--- src/rtl/snn_lif_core.sv ---
// Leaky integrate-and-fire inference core: rate-codes pixels against an LFSR,
// accumulates signed weights into per-neuron membranes, leaks, fires and counts spikes.
module snn_lif_core #(
  parameter int NUM_INPUTS    = 196,
  parameter int NUM_OUTPUTS   = 10,
  parameter int NUM_TIMESTEPS = 100,
  parameter int VMEM_W        = 16,
  parameter int WEIGHT_W      = 8,
  parameter int PIX_W         = 8,
  parameter int LEAK_SHIFT    = 3,
  localparam int PA_W = (NUM_INPUTS > 1) ? $clog2(NUM_INPUTS) : 1,
  localparam int WA_W = (NUM_INPUTS * NUM_OUTPUTS > 1) ? $clog2(NUM_INPUTS * NUM_OUTPUTS) : 1,
  localparam int TS_W = (NUM_TIMESTEPS > 1) ? $clog2(NUM_TIMESTEPS) : 1,
  localparam int NO_W = (NUM_OUTPUTS > 1) ? $clog2(NUM_OUTPUTS) : 1
) (
  input  logic                       clk,
  input  logic                       rst,
  input  logic                       start,
  input  logic                       abort,
  input  logic [15:0]                seed,
  input  logic signed [VMEM_W-1:0]   v_th,
  output logic                       pix_req,
  output logic [PA_W-1:0]            pix_addr,
  input  logic                       pix_valid,
  input  logic [PIX_W-1:0]           pix_data,
  output logic                       w_req,
  output logic [WA_W-1:0]            w_addr,
  input  logic                       w_valid,
  input  logic signed [WEIGHT_W-1:0] w_data,
  output logic                       busy,
  output logic                       done,
  output logic [TS_W-1:0]            timestep,
  output logic [NUM_OUTPUTS-1:0]     out_spike,
  output logic [NO_W-1:0]            winner,
  input  logic [NO_W-1:0]            cnt_sel,
  output logic [15:0]                cnt_data
);

  typedef enum logic [2:0] {
    IDLE, FETCH_PIX, FETCH_W, LEAK, CHECK_END, DONE
  } state_t;

  localparam logic [15:0] LFSR_DEFAULT = 16'hACE1;
  localparam logic signed [VMEM_W-1:0] VMAX = {1'b0, {(VMEM_W-1){1'b1}}};
  localparam logic signed [VMEM_W-1:0] VMIN = {1'b1, {(VMEM_W-1){1'b0}}};

  state_t                   r_state, w_next;
  logic [PA_W-1:0]          r_i;
  logic [NO_W-1:0]          r_j;
  logic [TS_W-1:0]          r_ts;
  logic [15:0]              r_lfsr;
  logic signed [VMEM_W-1:0] r_vmem [NUM_OUTPUTS];
  logic [15:0]              r_cnt  [NUM_OUTPUTS];
  logic [NUM_OUTPUTS-1:0]   r_spike;
  logic [NO_W-1:0]          r_winner;

  logic                     w_lastPix, w_lastNeuron, w_lastTs;
  logic [15:0]              w_lfsrNext;
  logic                     w_spike, w_pixAccept, w_wAccept, w_fire;
  logic signed [VMEM_W-1:0] w_vCur, w_sat, w_leaked;
  logic signed [VMEM_W:0]   w_sum;
  logic [NO_W-1:0]          w_bestIdx;
  logic [15:0]              w_bestCnt;

  assign w_lastPix    = (r_i == PA_W'(NUM_INPUTS - 1));
  assign w_lastNeuron = (r_j == NO_W'(NUM_OUTPUTS - 1));
  assign w_lastTs     = (r_ts == TS_W'(NUM_TIMESTEPS - 1));
  assign w_lfsrNext   = {r_lfsr[14:0], r_lfsr[15] ^ r_lfsr[13] ^ r_lfsr[12] ^ r_lfsr[10]};
  assign w_spike      = (w_lfsrNext[PIX_W-1:0] < pix_data);
  assign w_pixAccept  = (r_state == FETCH_PIX) && pix_valid && !abort;
  assign w_wAccept    = (r_state == FETCH_W) && w_valid && !abort;

  assign w_vCur   = r_vmem[r_j];
  assign w_sum    = {w_vCur[VMEM_W-1], w_vCur}
                  + {{(VMEM_W + 1 - WEIGHT_W){w_data[WEIGHT_W-1]}}, w_data};
  assign w_leaked = w_vCur - (w_vCur >>> LEAK_SHIFT);
  assign w_fire   = (w_leaked >= v_th);

  // Membrane accumulation clamps instead of wrapping so a strong neuron cannot flip sign.
  always_comb begin
    w_sat = w_sum[VMEM_W-1:0];
    if (w_sum[VMEM_W] != w_sum[VMEM_W-1])
      w_sat = w_sum[VMEM_W] ? VMIN : VMAX;
  end

  // Strict greater-than keeps the lowest index on ties.
  always_comb begin
    w_bestIdx = '0;
    w_bestCnt = r_cnt[0];
    for (int k = 1; k < NUM_OUTPUTS; k++) begin
      if (r_cnt[k] > w_bestCnt) begin
        w_bestCnt = r_cnt[k];
        w_bestIdx = NO_W'(k);
      end
    end
  end

  always_comb begin
    w_next = r_state;
    case (r_state)
      IDLE:      if (start) w_next = FETCH_PIX;
      FETCH_PIX: if (pix_valid) begin
                   if (w_spike)        w_next = FETCH_W;
                   else if (w_lastPix) w_next = LEAK;
                 end
      FETCH_W:   if (w_valid && w_lastNeuron) w_next = w_lastPix ? LEAK : FETCH_PIX;
      LEAK:      if (w_lastNeuron) w_next = CHECK_END;
      CHECK_END: w_next = w_lastTs ? DONE : FETCH_PIX;
      DONE:      w_next = IDLE;
      default:   w_next = IDLE;
    endcase
    if (abort && r_state != IDLE) w_next = IDLE;
  end

  always_ff @(posedge clk or posedge rst) begin
    if (rst) r_state <= IDLE;
    else     r_state <= w_next;
  end

  always_ff @(posedge clk or posedge rst) begin
    if (rst) begin
      r_i      <= '0;
      r_j      <= '0;
      r_ts     <= '0;
      r_lfsr   <= LFSR_DEFAULT;
      r_spike  <= '0;
      r_winner <= '0;
      for (int k = 0; k < NUM_OUTPUTS; k++) begin
        r_vmem[k] <= '0;
        r_cnt[k]  <= '0;
      end
    end else begin
      case (r_state)
        IDLE: if (start) begin
          r_i     <= '0;
          r_j     <= '0;
          r_ts    <= '0;
          r_spike <= '0;
          r_lfsr  <= (seed == 16'h0000) ? LFSR_DEFAULT : seed;
          for (int k = 0; k < NUM_OUTPUTS; k++) begin
            r_vmem[k] <= '0;
            r_cnt[k]  <= '0;
          end
        end
        FETCH_PIX: if (w_pixAccept) begin
          r_lfsr <= w_lfsrNext;
          if (w_spike || w_lastPix) r_j <= '0;
          else                      r_i <= r_i + PA_W'(1);
        end
        FETCH_W: if (w_wAccept) begin
          r_vmem[r_j] <= w_sat;
          if (w_lastNeuron) begin
            r_j <= '0;
            if (!w_lastPix) r_i <= r_i + PA_W'(1);
          end else begin
            r_j <= r_j + NO_W'(1);
          end
        end
        LEAK: if (!abort) begin
          if (w_fire) begin
            r_vmem[r_j]  <= '0;
            r_spike[r_j] <= 1'b1;
            if (r_cnt[r_j] != 16'hFFFF) r_cnt[r_j] <= r_cnt[r_j] + 16'd1;
          end else begin
            r_vmem[r_j]  <= w_leaked;
            r_spike[r_j] <= 1'b0;
          end
          r_j <= w_lastNeuron ? '0 : r_j + NO_W'(1);
        end
        CHECK_END: if (!abort && !w_lastTs) begin
          r_ts <= r_ts + TS_W'(1);
          r_i  <= '0;
        end
        DONE: if (!abort) r_winner <= w_bestIdx;
        default: ;
      endcase
    end
  end

  always_comb begin
    cnt_data = '0;
    if (32'(cnt_sel) < NUM_OUTPUTS) cnt_data = r_cnt[cnt_sel];
  end

  assign busy      = (r_state != IDLE);
  assign done      = (r_state == DONE) && !abort;
  assign pix_req   = (r_state == FETCH_PIX);
  assign w_req     = (r_state == FETCH_W);
  assign pix_addr  = r_i;
  assign w_addr    = WA_W'(r_i) * WA_W'(NUM_OUTPUTS) + WA_W'(r_j);
  assign timestep  = r_ts;
  assign out_spike = r_spike;
  assign winner    = r_winner;

endmodule

--- config.mk ---
export PLATFORM = sky130hd
export DESIGN_NAME = snn_lif_core
export DESIGN_NICKNAME = d
export VERILOG_FILES = /design/src/rtl/snn_lif_core.sv
export SDC_FILE = /design/constraint.sdc
export NUM_CORES = 2
export LEC_CHECK = 0
export BUFFER_PORTS_ARGS = -buffer_cell sky130_fd_sc_hd__buf_2
export CORE_MARGIN = 2
export CORE_UTILIZATION = 42
export DETAILED_ROUTE_END_ITERATION = 16
export GPL_ROUTABILITY_DRIVEN = 0
export HOLD_SLACK_MARGIN = 0.03
export PLACE_DENSITY = 0.58
export SLEW_MARGIN = 5
export SYNTH_ARGS = -nofsm -noshare
export SYNTH_HDL_FRONTEND = slang
export SYNTH_SLANG_ARGS = --single-unit
--- constraint.sdc ---
create_clock -name clk -period 37.6 [get_ports clk]
set_clock_uncertainty 0.05 [all_clocks]
set_input_delay 0 -clock clk [delete_from_list [all_inputs] [get_ports clk]]
set_output_delay 0 -clock clk [all_outputs]
set_load 0.005 [all_outputs]
* Word level (Yosys, flattened, before mapping)
Cells that the tools add are included.
** Word-level totals
- Bits in registers :: 372
- Bits in latches :: 0
- RAM bits :: 0
- Memory bits (read-only) :: 0
- Output and inout port bits :: 60
- Word-level logic and storage cells :: 201
- Memories :: 0
** Cells by class
- Add/subtract/negate cells :: 7
- Multipliers :: 1
- Divide/modulo/power cells :: 0
- $lt $le $gt $ge :: 17
- Eq/ne operators :: 26
- Shift-type cells :: 0
- Mux-type cells :: 81
- Bitwise operators :: 11
- Reductions and logical operators :: 31
** Operators with widths (number)
- $mux 160 :: 7
- $bwmux 160 :: 3
- $pmux 160 s3 :: 1
- $mux 16 :: 21
- $pmux 160 s2 :: 1
- $bmux 16 s4 :: 3
- $and 160x160->160 :: 1
- $not 160->160 :: 1
- $gt 16x16->1 :: 9
- $demux 16 s4 :: 1
- $mux 4 :: 14
- $mux 8 :: 7
- $pmux 16 s2 :: 1
- $pmux 8 s4 :: 1
- $mux 10 :: 3
- $mux 3 :: 8
- $pmux 10 s2 :: 1
- $add 16x8->17 :: 1
- $add 16x1->16 const B :: 1
- $ge 16x16->1 :: 1
- $logic_not 16->1 :: 1
- $ne 16x16->1 const B :: 1
- $pmux 4 s4 :: 1
- $sub 16x13->16 :: 1
- 48 further kinds :: 84

* Longest topological paths before layout
- Depth in word-level cells :: 18
- Mapped depth :: 112
- Mapped depth without buffers :: 103

* Least setup slack after synthesis
Ideal clock, no wire load.
- Path kind :: register to register
- Start :: register r_cnt[141] (netlist name)
- End :: register r_winner[1] (netlist: winner[1])
- Data arrival time :: 19.233 ns
- Required time :: 37.484 ns
- Slack :: 18.251 ns
- Stages on the path, launching flop included :: 105
- Path buffers :: 11
- Period minus slack after synthesis :: 19.349 ns
- Path through :: dfrtp_1 > ha_1 > a21o_1 > a21o_1 > a221o_1 > o31ai_4 > clkbuf_1 > mux2i_1 > ha_1 > and4_1 > o311ai_0 > nor2_1 > o311a_1 > a211oi_2 > nor2b_1 > nor2_1 > o32ai_1 > buf_2 > [... 69 more ...] > nor2b_1 > o21ai_0 > nand2b_1 > a21oi_1 > nor2b_1 > o21ai_0 > a21boi_0 > o21ai_0 > a22oi_1 > clkbuf_1 > mux2_2 > ha_1 > nand4_1 > or2_2 > o41ai_1 > nand2_1 > nor2_1 > a22o_1
** On the way
- Longest elaborated chain between the ends :: 18
- Elaborated cells on any way between the ends :: 25
- Those cells by class :: order compare: 9; mux: 16
** RTL lines
- from (decl) :: line 53 : logic [15:0] r_cnt [NUM_OUTPUTS];
- from (signal, indexed assignment) :: line 130 : r_cnt[k] <= '0;
- from (signal, indexed assignment) :: line 142 : r_cnt[k] <= '0;
- $gt 16x16->1 :: line 91 : if (r_cnt[k] > w_bestCnt) begin
- $mux 16 * :: line 91
- $gt 16x16->1 :: line 91
- $mux 16 :: line 91
- $gt 16x16->1 :: line 91
- $mux 16 :: line 91
- $gt 16x16->1 :: line 91
- $mux 16 :: line 91
- [... 2 more ...]
- $gt 16x16->1 :: line 91
- $mux 16 :: line 91
- $gt 16x16->1 :: line 91
- $mux 16 :: line 91
- $gt 16x16->1 :: line 91
- $mux 16 :: line 91
- $gt 16x16->1 :: line 91
- $mux 4 * :: line 91
- to (signal assigned) :: line 174 : DONE: if (!abort) r_winner <= w_bestIdx;
- to (decl) :: line 55 : logic [NO_W-1:0] r_winner;
Mark *: on every way between the ends. The rest lies on a longest branch, timed or not.
A chain may end at the register's enable or synchronous reset.

* Worst setup path in the final report
- Start :: register r_cnt[149] (netlist name)
- End :: register r_winner[1] (netlist: winner[1])
The elaborated chain is that of the path after synthesis.

==> out/summary.txt <==
Die Wd -> 254 um
Final nets -> 3214
CTS clock-pin slew for the worst setup and hold paths -> 0.06 ns
Static Leak -> 0.0136 uW
clock sink count -> 372
Worst-Skew Late Latency -> 0.62 ns
DRT iter0 DRCs -> 2320
first-pass GRT wire length -> 146000 um
die height -> 254 um
# DRC -> 0
pwr/cell area -> 67.2 mW/mm^2
Switching Fraction -> 47.2%
startpoint types -> flip-flop
Fill cells -> 5816
commonest non-fill, non-tap cell in the layout -> nand2_1
status -> completed
RSZ-0062 raised after global routing -> no
synth warn -> 0
port buffer count -> 117
total of max-cap violations -> 0
num rows -> 91
fin. max-slew vios -> 0
GRT overflow -> 0
complex-gate fraction of the synthesized area -> 20.8%
WP data arrival -> 23.93 ns
layout cells sized above 1 -> 14.7%
post-CTS setup buffers -> 0
Post-Syn Area -> 0.0263 mm^2
remaining antenna violation count -> 0
r2r endpoint -> winner[1]
Final Hold Viols -> 0
Fmax -> 42.7 MHz
adder-cell area share of the yosys netlist -> 10.4%
vias in the first global route -> 23800
worst-path maximum fanout -> 19
switching power -> 944 uW
Netlist cell types -> 81
final std cells w/o fill -> 3817
Rel. slew slack -> 18.1%
Reg power frac -> 22.6%
H-tree level count -> 2
final setup vio count -> 0
sequential-to-total area share from yosys stat -> 35.4%
largest net degree at the start of global routing -> 169
hold crit path type -> in -> async
Critical-path top delay cell -> o31ai_4
Die ar. -> 0.0647 mm^2
Initial Util -> 42.6%
syn_area_per_cell -> 9.33 um^2
post-DP HPWL -> 69500 um
Reg2Reg Depth -> 98
Inserted Clock Buffers -> 45
Worst VDD drop -> 0.0800 mV
GRT Total Usage -> 29.8%
combinational power share -> 55.0%
Post-Synth XOR/XNOR Area -> 1.73%
slowest cell delay on critical path -> 1.03 ns
WL/cell -> 25.4 um
crit end category -> flip-flop
Crit Path Class -> reg -> reg
critical path required time -> 38.10 ns
setup_tns -> 0 ns
WL final -> 96800 um
Buf/Inv on CP -> 5
Area Overhead vs Synth -> 13.2%
Tmin final -> 23.43 ns
largest family of logic cells by synthesized area -> compound AO/OA/AOI/OAI gates
Via-to-Cell Ratio -> 6.26
Synth Area in Simple Gates -> 12.4%
pre-CTS setup slack -> 14.72 ns
CTS tree -> done
setup ws final -> 14.17 ns
EDFF count, synth -> 0
Tightest Pin Transition -> 1.23 ns
Pre-antenna DRT Iters -> 8
Ports -> 118
Syn Nets -> 3094
total vias in the final route -> 23900
CP dominant cell by count -> o21ai_0
clk buf depth -> 3
Inst Count DP -> 3700
Top delay family on crit path -> compound AO/OA/AOI/OAI gates
most used cells in the layout excluding fill and tap cells -> nand2_1, dfrtp_1, o21ai_0
CORE AREA -> 0.0618 mm^2
post-synthesis mux area share -> 14.1%
Async SR Flop Fraction -> 100%
clock power share -> 22.4%
fin crit share -> 62.3%
reg2reg setup slack -> 14.17 ns
Gate Count Post-Synth -> 2822
FF+latch count, synth -> 372
R2R Path Start -> r_cnt[149]
P_int -> 1060 uW
predominant post-synthesis flop cell -> dfrtp_1
clk root buf -> clkbuf_16
initial antenna violation count -> 2
cell type report:
type                    instances  area, um^2  area share [%]
repair buffers                206        1350            4.52
diodes                          1        2.50         0.00840
well taps                     837        1050            3.51
inverters                     222         841            2.82
clock inverters                16         190           0.638
clock buffers                  68        1290            4.34
flip-flops and latches        372        9330            31.3
multi-input cells            2095       15800            52.9
stage by stage:
stage                     power [uW]  area [um^2]  hold slack (ns)  util [%]
after floorplan                 1170        26300            0.110         -
after global placement          1500        28000            0.157      45.3
after detailed placement        1520        28000            0.157      45.3
after CTS                       1980        29800           0.0320      48.2
after global routing            2110        29800            0.105      48.2
final                           2000        29800           0.0156      48.2
cell families after synthesis:
| group | after synthesis |
|---|---|
| compound gates | 849 |
| mux | 242 |
| simple gates | 735 |
| xor+xnor | 52 |
| flops | 372 |
| buf+inv | 355 |
| fa+ha+maj | 217 |
layer usage:
layer | track usage (%) | wire, um
met5 | 0 | 0
met4 | 17.8 | 6470
met3 | 5.02 | 6670
met2 | 49.8 | 46000
met1 | 36.3 | 37600
worst register-to-register path: cells and delay by family (launching register included):
kind,cells,cell delay (ns)
flops,1,0.42
mux,8,2.94
compound gates,53,13.09
buf+inv,5,0.60
simple gates,23,3.47
fa+ha+maj,9,2.78
registers in the layout, indices dropped and copies added (netlist names):
register / count
r_state: 3
timestep: 7
pix_addr: 8
out_spike: 10
winner: 4
r_j: 4
r_cnt: 160
r_vmem: 160
r_lfsr: 16
cells in the mapped netlist (15+ instances only):
library cell    n  area (um^2)
nor3_1         25          125
o21ai_1        21          105
a21oi_1       116          581
o31ai_1        17          128
nand2b_1       27          169
nand3_1        29          145
inv_1         220          826
a22o_1         85          744
dfrtp_1       364         9110
xor2_1         15          131
o221ai_1       21          184
o21ai_0       329         1650
o22ai_1        22          138
nand2_1       379         1420
and3_1         18          113
clkbuf_1      110          413
nand4_1        28          175
mux4_2         96         2160
o21a_1         32          240
ha_1          210         2630
a22oi_1        35          263
nor2b_1        25          156
a221oi_1       19          166
a21o_1         40          300
mux2i_1        96          961
and2_1         16          100
nor2_1        145          544
mux2_2         43          484
xnor2_1        37          324
power by group through the flow:
stage | logic [uW] | clock network (uW) | registers [uW]
3_5_place_dp | 1060 | 0 | 459
4_1_cts | 1080 | 453 | 452
5_1_grt | 1190 | 469 | 456
2_1_floorplan | 725 | 0 | 447
3_3_place_gp | 1040 | 0 | 458
6_report | 1100 | 448 | 453
timing repair:
action	4_1_cts	5_1_grt
resized for setup	0	0
hold buffers	32	0
endpoints found under the hold margin	133	0
worst max path at each step:
| stage | start | end | depth (start not counted) |
|---|---|---|---|
| global placement | r_cnt[149] | winner[1] | 96 |
| finish | r_cnt[149] | winner[1] | 98 |
| CTS | r_cnt[149] | winner[1] | 96 |
| detailed placement | r_cnt[149] | winner[2] | 96 |
| floorplan | r_cnt[141] | winner[1] | 104 |
| global route | r_cnt[149] | winner[1] | 98 |
(Power assumes the default switching activity.)
